--- src/rtl/f_fetch_seq_if.sv ---
// rtl/f_fetch_seq_if.sv - instruction-memory req/gnt/rvalid bus between fetch sequencer and imem
interface f_fetch_seq_if;
  logic        imem_req;
  logic [31:0] imem_addr;
  logic        imem_gnt;
  logic        imem_rvalid;
  logic [31:0] imem_rdata;

  modport master (
    output imem_req,
    output imem_addr,
    input  imem_gnt,
    input  imem_rvalid,
    input  imem_rdata
  );

  modport slave (
    input  imem_req,
    input  imem_addr,
    output imem_gnt,
    output imem_rvalid,
    output imem_rdata
  );
endinterface

--- src/rtl/f_fetch_seq.sv ---
// rtl/f_fetch_seq.sv - fetch-stage PC sequencer with single-outstanding imem handshake
module f_fetch_seq #(
  parameter logic [31:0] RESET_PC     = 32'h0000_3000,
  parameter logic [31:0] HANDLER_ADDR = 32'h0000_4180,
  parameter logic [31:0] IMEM_LO      = 32'h0000_3000,
  parameter logic [31:0] IMEM_HI      = 32'h0000_6ffc
) (
  input  logic          clk,
  input  logic          reset,
  input  logic          stall,
  input  logic          exc_req,
  input  logic          eret,
  input  logic [31:0]   epc,
  input  logic          redir_valid,
  input  logic [31:0]   redir_pc,
  f_fetch_seq_if.master imem,
  output logic          f_valid,
  output logic [31:0]   f_pc,
  output logic [31:0]   f_instr,
  output logic          f_exc_adel
);

  typedef enum logic [1:0] {S_BOOT, S_REQ, S_WAIT, S_HOLD} state_t;

  state_t      state;
  logic        req_q;
  logic [31:0] addr_q;   // current request while in S_REQ, next fetch address otherwise
  logic [31:0] cur_pc;   // address of the request currently in flight
  logic [31:0] pend_pc;  // redirect or flush target waiting for the current request to be granted
  logic        pend_v;
  logic        kill;     // in-flight response belongs to a flushed path

  logic        flush;
  logic [31:0] flush_pc;
  logic        redir;
  logic [31:0] seq_pc;

  function automatic logic fetch_ok(input logic [31:0] a);
    return (a[1:0] == 2'b00) && (a >= IMEM_LO) && (a <= IMEM_HI);
  endfunction

  // Flush sources: an exception acts regardless of stall; eret only when D advances.
  assign flush    = exc_req | (eret & ~stall);
  assign flush_pc = exc_req ? HANDLER_ADDR : epc;

  // While a kill is pending D only holds wrong-path work, so its redirects are ignored.
  assign redir    = redir_valid & ~stall & ~exc_req & ~eret & ~kill;

  // Address following the request being issued now: a same-cycle redirect wins over a queued one.
  assign seq_pc   = redir ? redir_pc : (pend_v ? pend_pc : addr_q + 32'd4);

  assign imem.imem_req  = req_q;
  assign imem.imem_addr = addr_q;

  // Fetch FSM: request, wait for data, hold the instruction until D takes it.
  always_ff @(posedge clk or negedge reset) begin
    if (!reset) begin
      state      <= S_BOOT;
      req_q      <= 1'b0;
      addr_q     <= RESET_PC;
      cur_pc     <= RESET_PC;
      pend_pc    <= '0;
      pend_v     <= 1'b0;
      kill       <= 1'b0;
      f_valid    <= 1'b0;
      f_pc       <= RESET_PC;
      f_instr    <= '0;
      f_exc_adel <= 1'b0;
    end else begin
      case (state)
        S_BOOT: begin
          state <= S_REQ;
          if (flush) begin
            addr_q <= flush_pc;
            req_q  <= fetch_ok(flush_pc);
            pend_v <= 1'b0;
          end else begin
            req_q <= fetch_ok(addr_q);
            if (redir) begin
              pend_pc <= redir_pc;
              pend_v  <= 1'b1;
            end
          end
        end

        S_REQ: begin
          if (!req_q) begin
            // Illegal address: no bus cycle, the fault itself is the presented slot.
            if (flush) begin
              addr_q <= flush_pc;
              req_q  <= fetch_ok(flush_pc);
              pend_v <= 1'b0;
            end else begin
              state      <= S_HOLD;
              f_valid    <= 1'b1;
              f_exc_adel <= 1'b1;
              f_instr    <= '0;
              f_pc       <= addr_q;
              addr_q     <= seq_pc;
              pend_v     <= 1'b0;
            end
          end else if (imem.imem_gnt) begin
            state  <= S_WAIT;
            req_q  <= 1'b0;
            cur_pc <= addr_q;
            pend_v <= 1'b0;
            if (flush) begin
              kill   <= 1'b1;
              addr_q <= flush_pc;
            end else begin
              addr_q <= seq_pc;
            end
          end else begin
            // Request must stay stable until granted; targets are queued behind it.
            if (flush) begin
              kill    <= 1'b1;
              pend_pc <= flush_pc;
              pend_v  <= 1'b1;
            end else if (redir) begin
              pend_pc <= redir_pc;
              pend_v  <= 1'b1;
            end
          end
        end

        S_WAIT: begin
          if (imem.imem_rvalid) begin
            if (flush) begin
              kill   <= 1'b0;
              state  <= S_REQ;
              addr_q <= flush_pc;
              req_q  <= fetch_ok(flush_pc);
            end else if (kill) begin
              kill  <= 1'b0;
              state <= S_REQ;
              req_q <= fetch_ok(addr_q);
            end else begin
              state      <= S_HOLD;
              f_valid    <= 1'b1;
              f_exc_adel <= 1'b0;
              f_instr    <= imem.imem_rdata;
              f_pc       <= cur_pc;
              if (redir) addr_q <= redir_pc;
            end
          end else if (flush) begin
            kill   <= 1'b1;
            addr_q <= flush_pc;
          end else if (redir) begin
            addr_q <= redir_pc;
          end
        end

        S_HOLD: begin
          if (flush) begin
            state      <= S_REQ;
            f_valid    <= 1'b0;
            f_exc_adel <= 1'b0;
            addr_q     <= flush_pc;
            req_q      <= fetch_ok(flush_pc);
            pend_v     <= 1'b0;
          end else if (!stall) begin
            state      <= S_REQ;
            f_valid    <= 1'b0;
            f_exc_adel <= 1'b0;
            if (redir) begin
              addr_q <= redir_pc;
              req_q  <= fetch_ok(redir_pc);
            end else begin
              req_q <= fetch_ok(addr_q);
            end
          end
        end

        default: state <= S_BOOT;
      endcase
    end
  end

endmodule

--- src/flat_wrapper.sv ---
// flat-port wrapper written by rule: the top's interface ports become plain ports
module f_fetch_seq_flat 
#(
  parameter logic [31:0] RESET_PC     = 32'h0000_3000,
  parameter logic [31:0] HANDLER_ADDR = 32'h0000_4180,
  parameter logic [31:0] IMEM_LO      = 32'h0000_3000,
  parameter logic [31:0] IMEM_HI      = 32'h0000_6ffc
)
  (clk, reset, stall, exc_req, eret, epc, redir_valid, redir_pc, f_valid, f_pc, f_instr, f_exc_adel, imem_imem_req, imem_imem_addr, imem_imem_gnt, imem_imem_rvalid, imem_imem_rdata);
  f_fetch_seq_if imem_i ();
  input  logic clk;
  input  logic reset;
  input  logic stall;
  input  logic exc_req;
  input  logic eret;
  input  logic [31:0] epc;
  input  logic redir_valid;
  input  logic [31:0] redir_pc;
  output logic f_valid;
  output logic [31:0] f_pc;
  output logic [31:0] f_instr;
  output logic f_exc_adel;
  output wire logic [$bits(imem_i.imem_req)-1:0] imem_imem_req;
  output wire logic [$bits(imem_i.imem_addr)-1:0] imem_imem_addr;
  input wire logic [$bits(imem_i.imem_gnt)-1:0] imem_imem_gnt;
  input wire logic [$bits(imem_i.imem_rvalid)-1:0] imem_imem_rvalid;
  input wire logic [$bits(imem_i.imem_rdata)-1:0] imem_imem_rdata;
  assign imem_imem_req = imem_i.imem_req;
  assign imem_imem_addr = imem_i.imem_addr;
  assign imem_i.imem_gnt = imem_imem_gnt;
  assign imem_i.imem_rvalid = imem_imem_rvalid;
  assign imem_i.imem_rdata = imem_imem_rdata;
  f_fetch_seq #(.RESET_PC(RESET_PC), .HANDLER_ADDR(HANDLER_ADDR), .IMEM_LO(IMEM_LO), .IMEM_HI(IMEM_HI)) u_core (.clk(clk), .reset(reset), .stall(stall), .exc_req(exc_req), .eret(eret), .epc(epc), .redir_valid(redir_valid), .redir_pc(redir_pc), .imem(imem_i), .f_valid(f_valid), .f_pc(f_pc), .f_instr(f_instr), .f_exc_adel(f_exc_adel));
endmodule
--- config.mk ---
export PLATFORM = sky130hd
export DESIGN_NAME = f_fetch_seq_flat
export DESIGN_NICKNAME = d
export VERILOG_FILES = /design/src/rtl/f_fetch_seq_if.sv /design/src/rtl/f_fetch_seq.sv /design/src/flat_wrapper.sv
export SDC_FILE = /design/constraint.sdc
export NUM_CORES = 1
export LEC_CHECK = 0
export CAP_MARGIN = 15
export CORE_AREA = 3 3 184 186
export CTS_CLUSTER_DIAMETER = 150
export CTS_CLUSTER_SIZE = 20
export DETAILED_ROUTE_END_ITERATION = 10
export DIE_AREA = 0 0 187 189
export REMOVE_ABC_BUFFERS = 1
export SYNTH_ARGS = -nofsm -noshare
export SYNTH_HDL_FRONTEND = slang
export SYNTH_SLANG_ARGS = --single-unit
--- constraint.sdc ---
create_clock -name clk -period 5.4 [get_ports clk]
set_input_delay 1.08 -clock clk [delete_from_list [all_inputs] [get_ports clk]]
set_output_delay 1.08 -clock clk [all_outputs]
set_load 0.005 [all_outputs]
Word level (Yosys, flattened, before mapping)
Index checks and enable logic that the tools add are counted.
{"block": "totals", "ff_bits": 167, "in_bits": 104, "elab_cells": 145}
{"block": "classes", "addsub": 1, "magnitude_cmp": 6, "eq_ne": 18, "n_mux": 76, "bitwise": 10, "n_reduce_logical": 23}
{"op": "$mux W32", "n": 29}
{"op": "$pmux W32 S2", "n": 3}
{"op": "$pmux W32 S4", "n": 1}
{"op": "$ge A32 B14 Y1 const B", "n": 3}
{"op": "$le A32 B15 Y1 const B", "n": 3}
{"op": "$add A32 B3 Y32 const B", "n": 1}
{"op": "$mux W1", "n": 29}
{"op": "$mux W2", "n": 8}
{"op": "$ne A2 B2 Y1 const B", "n": 7}
{"op": "$reduce_and A4 Y1", "n": 3}
{"op": "$pmux W1 S3", "n": 3}
{"op": "$logic_not A2 Y1", "n": 4}
{"op": "$pmux W2 S4", "n": 1}
{"op": "$reduce_and A7 Y1", "n": 1}
{"op": "$logic_and A1 B1 Y1", "n": 6}
{"op": "$ne A2 B1 Y1 const B", "n": 3}
{"op": "$ne A3 B2 Y1 const B", "n": 2}
{"op": "$reduce_and A3 Y1", "n": 2}
{"op": "$reduce_and A6 Y1", "n": 1}
{"op": "$reduce_bool A3 Y1", "n": 2}
{"op": "$and A1 B1 Y1", "n": 5}
{"op": "$eq A2 B2 Y1 const B", "n": 2}
{"op": "$ne A4 B4 Y1 const B", "n": 1}
{"op": "$not A1 Y1", "n": 4}
{"op": "other kinds (8)", "n": 10}

Logic depth before layout (Yosys ltp)
Gate-level depths: netlist of the first run.
{"block": "depth", "depth_word": 10, "depth_mapped": 11, "ltp_nobuf": 8}

Worst setup path after synthesis of the first run
Ideal clock, no wire load.
{"block": "synth_timing", "path_kind": "in2reg", "startpoint": "in eret", "endpoint": "reg u_core.addr_q[4], in the netlist u_core.imem.imem_addr[4]", "setup_ns": 0.136, "arrival_time_ns": 2.663, "required_time_ns": 5.264, "path_slack_ns": 2.601, "cell_stages": 7, "path_cell_list": "nor2b_1 clkbuf_1 nor2_1 a221o_1 clkbuf_1 clkbuf_1 o21ai_0"}
{"block": "synth_via", "elab_chain_cells": 8, "word_cells_on_any_way": 21, "cone_classes": "eq/ne (3); mux (12); bitwise (5); reduce/logical (1)"}
{"element": "start: declaration", "line_no": "flat_wrapper.sv:15", "source": "input logic eret;"}
{"element": "$not A1 Y1", "line_no": "f_fetch_seq.sv:47", "source": "assign redir = redir_valid & ~stall & ~exc_req & ~eret & ~kill;"}
{"element": "$and A1 B1 Y1 (2 in a row)", "line_no": "f_fetch_seq.sv:47"}
{"element": "$mux W32, on equally long branches (2 in a row)"}
{"element": "$mux W32, on equally long branches", "line_no": "f_fetch_seq.sv:128, f_fetch_seq.sv:102"}
{"element": "$mux W32, on equally long branches", "line_no": "f_fetch_seq.sv:127, f_fetch_seq.sv:87"}
{"element": "$pmux W32 S4", "line_no": "f_fetch_seq.sv:70", "source": "case (state)"}
{"element": "end signal: assignment", "line_no": "f_fetch_seq.sv:74", "source": "addr_q <= flush_pc;"}
{"element": "end signal: assignment", "line_no": "f_fetch_seq.sv:131", "source": "addr_q <= flush_pc;"}
{"element": "end signal: assignment", "line_no": "f_fetch_seq.sv:143", "source": "if (redir) addr_q <= redir_pc;"}
{"element": "end: declaration", "line_no": "f_fetch_seq.sv:27", "source": "logic [31:0] addr_q;"}
Parallel ways exist; a longest one is shown, timed or not. The select of a mux whose other input is x is not followed.
A chain may end at the register's enable or synchronous reset.

Worst setup path after layout of the first run
{"block": "layout_timing", "startpoint": "in stall", "endpoint": "reg u_core.addr_q[21], in the netlist u_core.imem.imem_addr[21]"}
{"block": "layout_via", "elab_chain_cells": 10, "word_cells_on_any_way": 23, "cone_classes": "eq/ne (3); mux (12); bitwise (7); reduce/logical (1)"}
{"element": "start: declaration", "line_no": "flat_wrapper.sv:13", "source": "input logic stall;"}
{"element": "$not A1 Y1", "line_no": "f_fetch_seq.sv:43, f_fetch_seq.sv:47"}
{"element": "$and A1 B1 Y1 (4 in a row)", "line_no": "f_fetch_seq.sv:47"}
{"element": "$mux W32, on equally long branches (2 in a row)"}
{"element": "$mux W32, on equally long branches", "line_no": "f_fetch_seq.sv:128, f_fetch_seq.sv:102"}
{"element": "$mux W32, on equally long branches", "line_no": "f_fetch_seq.sv:127, f_fetch_seq.sv:87"}
{"element": "$pmux W32 S4", "line_no": "f_fetch_seq.sv:70"}
Parallel ways exist; a longest one is shown, timed or not. The select of a mux whose other input is x is not followed.

==> results of run 1 <==
[layout make-up]
| cell class | count | area [um^2] |
|---|---|---|
| fill | 3284 | 20000 |
| multi-input combinational | 802 | 4840 |
| sequential | 167 | 4190 |
| timing repair buffer | 223 | 2220 |
| tap | 442 | 553 |
| clock buffer | 18 | 429 |
| clock inverter | 14 | 165 |
| inverter | 15 | 56.3 |
[report_power, final]
group          switching (mW)  leakage [nW]  internal [mW]
sequential              0.489          2.11           1.79
clock                   0.563         0.284          0.695
combinational            1.66          2.38           1.42
total                    2.71          4.78           3.90
[per-layer routing]
layer	vias up	track usage (%)
met5	-	0
met4	0	6.69
met3	67	4.43
met2	451	30.4
met1	4327	25.2
li1	4203	-
[flip-flops by register name (all words and copies together), names as in the netlist]
name	cells
u_core.cur_pc	32
u_core.f_exc_adel	1
u_core.f_instr	32
u_core.f_pc	32
u_core.f_valid	1
u_core.imem.imem_addr	32
u_core.imem.imem_req	1
u_core.kill	1
u_core.pend_pc	32
u_core.pend_v	1
u_core.state	2
[stage by stage]
step | area, um^2 | cells | total power, mW
3_3_place_gp | 11900 | 1649 | 5.31
2_1_floorplan | 9030 | 984 | 3.85
4_1_cts | 12400 | 1681 | 6.66
3_5_place_dp | 11900 | 1649 | 5.37
5_1_grt | 12400 | 1681 | 7.09
6_report | 12400 | 1681 | 6.62
[kinds of logic after synthesis]
group | count (synthesis) | synth area share, %
AO/OA/AOI/OAI | 335 | 22.6
XOR/XNOR | 16 | 1.50
adder cells (fa/ha/maj) | 7 | 0.935
buffers and inverters | 100 | 4.14
flip-flops | 167 | 44.7
multiplexers | 62 | 6.99
AND/OR/NAND/NOR | 382 | 19.1
[worst max-delay path by stage]
stage                                endpoint       startpoint  cells past startpoint
detailed placement  u_core.imem.imem_addr[21]            stall                      7
global placement    u_core.imem.imem_addr[21]            stall                      7
finish              u_core.imem.imem_addr[21]            stall                      7
CTS                 u_core.imem.imem_addr[21]            stall                      7
global route        u_core.imem.imem_addr[21]            stall                      7
floorplan                   u_core.f_instr[0]  u_core.state[0]                      7
[worst min-delay path, cell delays in order, from the launching register on]
cell	delay (ns)
dfrtp_1	0.34
nand2_1	0.04
o21ai_0	0.05
[placed cells by master (no fill, tap or decap), types with 14 or more instances in the layout]
cell / instances
clkdlybuf4s50_1: 201
dfrtp_1: 161
nand2_1: 160
o21ai_0: 122
nor2_1: 93
a21oi_1: 57
mux2i_1: 35
o22ai_1: 34
nor2b_1: 29
mux2_2: 27
nor3_1: 18
buf_4: 18
nand3_1: 17
clkbuf_16: 17
a31oi_1: 15
nor4_1: 15
inv_1: 14
==> impl_metrics.yaml, run 1 <==
cells_and_area:
  drive_gt1_share_pct: 8.88
  diodes: 0
  syn2layout_area_growth_pct: 32.9
  utilization_pct: 38.3
  final_nets: 1337
clock_network:
  cts.clk_slew.worst_paths_ns: 0.07
  cts-root-buf: "clkbuf_16"
  numCtsBuffers: 17
  numClockSinks: 167
  htreeDepth: 4
  hold_buffers: 0
  clock_latency_ns: 0.44
  clock_path_buffers: 2
  cts_tree: "yes"
  cts-resized-gates: 0
  cts_setup_buffers: 0
placed_design:
  gp_congestion: 0.920
  dp_slack_ns: 1.13
  dp_hpwl_um: 23000
  numPortBuffers: 202
drt:
  wl_per_cell_um: 20.3
  met1_length_um: 14800
  dr.max_layer_used: "met4"
  drt_iter0_drc: 966
  drcViolationCount: 0
  met3_length_um: 2540
  drt-vias-per-instance: 5.38
  ant_nets: 0
  routed-wl-met2_um: 15900
  via_count: 9048
  dr.pass1.iters: 6
  finalWirelength_um: 34200
floorplan:
  initial_core_util_pct: 28.9
  fp-row-count: 66
  die_h_um: 189
  io_pins: 203
  die_w_um: 187
  die-area_um2: 35300
  core_um2: 32500
grt:
  grt_max_degree: 119
  antenna_found_initial: 0
  track_usage_pct: 19.0
  grt_pass1_vias: 8839
  grt_overflow: 0
  grt_pass1_wl_um: 52800
status:
  status: "completed"
worst_setup_path:
  cp_max_fo: 17
  r2r-end: "u_core.imem.imem_addr[21]"
  max_stage_delay_ns: 0.77
  crit_buf_inv: 1
  crit_arrival_ns: 4.29
  required_ns: 5.77
  reg2reg_slack_ns: 2.09
  crit_family: "simple AND/OR/NAND/NOR gates"
  startpoint_type: "primary input"
  r2r_start: "u_core.kill"
  crit_chain: "clkdlybuf4s50_1, or4b_2, nor2_2, nor2_1, and3b_1, o31ai_1, o22a_1"
  crit_slowest_cell: "nor2_2"
  reg2regPathDepth: 6
  critical_path_class: "primary input to register"
  end_kind: "register"
min_path:
  holdPathStages: 2
  hold_path_startpoint: "u_core.f_pc[7]"
  hold_class: "register to register"
  min_to: "u_core.f_pc[7]"
pwr:
  power_density_nw_per_um2: 532
  leakage_nw: 4.78
  peakVddDrop_mv: 0.330
synth:
  ys_top_cells_by_count: "161 x dfrtp_1, 161 x nand2_1, 122 x o21ai_0"
  synth_area_leader_cell: "dfrtp_1"
  ys_types: 76
  async_reset_ff_share_pct: 100
  ys_ff_latch: 167
  synth_top_area_share_pct: 43.0
  synth_ff_type: "dfrtp_1"
  synth_edf_count: 0
  syn-instance-count: 1069
  syn-cell-area_um2: 9370
  synth_area_per_cell_um2: 8.76
  ys_seq_area_share_pct: 44.7
  synth_warnings: 0
  synthTopCellsByArea: "dfrtp_1 43%, o21ai_0 6.5%, nand2_1 6.5%"
sta:
  setup_slack_ns: 1.49
  drv_slew: 0
  fmax_ghz: 0.256
  skew_ns: 0.0125
  finalHoldWorstSlack_ns: 0.474
  tightest_slew_ns: 1.11
  fin_tns_setup_ns: 0
  finalHoldViolations: 0
  layout_min_cycle_time_ns: 3.91
  setup_viol: 0
  relSlewSlack_pct: 25.2
  rsz0062_at_grt: "no"
  fin_crit_sh_pct: 72.5
run:
  maxCapViolations: 0
Note: power is estimated with default switching activity, not from simulation.
==> inputs of run 2 (changes only) <==
clock period = 3.2 ns   (was 5.4 ns; I/O delays follow)
==> run 2 against run 1 <==
Against the previous run:
- combinational power up 84%
- clock skew increased by 0.00051 ns
- worst setup slack worse by 1.0 ns
- sequential cell count unchanged
- via count rose by 2.8%
- non-clock buffer count up 47
- core utilization is 1.4 points higher
- hold slack got worse by 0.29 ns
- count of clock-buffer cells in the layout grew 4
- global-route usage increased by 0.90 points
- sequential share of layout area decreased by 1.2 points
- wire length grew 3.1%
- largest cell class unchanged
- largest power group unchanged
==> impl_metrics.yaml, run 2 (synthesized netlist as in run 1, its figures left out) <==
cells_and_area:
  final_cell_mix: "201 x clkdlybuf4s50_1, 161 x dfrtp_1, 160 x nand2_1"
  mostFrequentLayoutCell: "clkdlybuf4s50_1"
  layout.cells.non_filler: 1728
  diodes: 0
  drive_gt1_share_pct: 12.1
  syn2layout_area_growth_pct: 37.7
  final_nets: 1384
  fill_cells: 3316
placed_design:
  place_inst: 1695
  gp_congestion: 0.939
  dp_hpwl_um: 24900
  numPortBuffers: 202
grt:
  grt_overflow: 0
  grt_pass1_wl_um: 55300
  track_usage_pct: 19.9
  antenna_found_initial: 0
  grt_pass1_vias: 9256
  grt_max_degree: 67
floorplan:
  die-area_um2: 35300
  fp-row-count: 66
  core_um2: 32500
  die_w_um: 187
  die_h_um: 189
  io_pins: 203
  initial_core_util_pct: 28.9
worst_setup_path:
  r2r-end: "u_core.imem.imem_addr[31]"
  startpoint_type: "register"
  end_kind: "register"
  cp-endpoint: "u_core.imem.imem_addr[31]"
  reg2regPathDepth: 6
  r2r_start: "u_core.imem.imem_addr[8]"
  max_stage_delay_ns: 0.74
  crit_slowest_cell: "or4b_1"
  cp_max_fo: 9
  crit_arrival_ns: 3.07
  required_ns: 3.54
  reg2reg_slack_ns: 0.47
  critical_path_class: "register to register"
  crit_chain: "nand4_2, or4b_1, nor4_4, and4_1, o21ai_1, o221ai_1"
  crit_start: "u_core.imem.imem_addr[8]"
sta:
  fmax_ghz: 0.367
  finalHoldViolations: 0
  rsz0062_at_grt: "no"
  relSlewSlack_pct: 52.8
  fin_crit_sh_pct: 85.2
  drv_slew: 0
  setup_viol: 0
  tightest_slew_ns: 0.708
  skew_ns: 0.0130
  layout_min_cycle_time_ns: 2.73
pwr:
  power_density_nw_per_um2: 909
  fin_total_pwr_mw: 11.7
  peakVddDrop_mv: 0.428
  leakage_nw: 5.05
drt:
  finalWirelength_um: 35300
  via_count: 9297
  drt-vias-per-instance: 5.38
  dr.pass1.iters: 5
  drcViolationCount: 0
  ant_nets: 0
  wl_per_cell_um: 20.4
  drt_iter0_drc: 847
clock_network:
  cts-resized-gates: 0
  cts_setup_buffers: 0
  cts_tree: "yes"
  numCtsBuffers: 17
  cts.clk_slew.worst_paths_ns: 0.07
  hold_buffers: 0
  htreeDepth: 4
  clock_path_buffers: 2
  cts-root-buf: "clkbuf_16"
  numClockSinks: 167
  clock_latency_ns: 0.45
status:
  status: "completed"
min_path:
  hold_class: "primary input to asynchronous set/reset pin"
run:
  maxCapViolations: 0
[run 2: cell types whose count changed in the layout (fill, tap and decap cells not counted), sizes merged]
cell and delta:
clkinv -1, clkbuf +4, buf +47, bufinv +2, inv -4, clkinvlp -1
[run 2: where the power goes]
part | internal (mW) | switching [mW]
Clock | 1.38 | 0.907
Sequential | 3.02 | 0.763
Combinational | 2.68 | 2.98
Total | 7.07 | 4.65
[run 2: worst min-delay path by stage]
stage                       start                 end  cells after the start
5_1_grt                     reset  u_core.f_instr[24]                      1
2_1_floorplan               reset    u_core.cur_pc[0]                      0
6_report                    reset  u_core.f_instr[24]                      1
3_3_place_gp   u_core.f_instr[24]  u_core.f_instr[24]                      2
3_5_place_dp      u_core.f_pc[22]     u_core.f_pc[22]                      2
4_1_cts                     reset  u_core.f_instr[24]                      1
[run 2: worst max-delay path: cells and delay by family, from the launching register on]
family	cells	cell delay [ns]
AND/OR/NAND/NOR	4	1.85
AO/OA/AOI/OAI	2	0.23
flip-flops	1	0.54
[run 2: final cells by class]
type	instances	area [um^2]	area share, %
clock buffers	22	474	3.68
clock inverters	10	168	1.30
inverters	15	56.3	0.437
multi-input cells	802	4840	37.5
flip-flops and latches	167	4190	32.5
well taps	442	553	4.29
repair buffers	270	2620	20.3
[run 2: routing by layer]
layer  vias to the layer above  part of all wire [%]  track usage [%]
li1                       4287                     -                -
met1                      4510                    45             27.1
met2                       445                    46             32.2
met3                        55                   7.0             3.50
met4                         0                   2.2             6.51
met5                         -                     0                0
[run 2: per-stage QoR]
step	TNS, ns	utilization [%]	instance area [um^2]	hold WS, ns	setup slack, ns
final	0	39.7	12900	0.184	0.474
after global routing	0	39.7	12900	0.226	0.313
after CTS	0	39.7	12900	0.216	0.488
after detailed placement	0	37.7	12200	0.470	0.185
after global placement	0	37.7	12200	0.463	0.225
after floorplan	-197.27	-	9030	0.344	-2.01
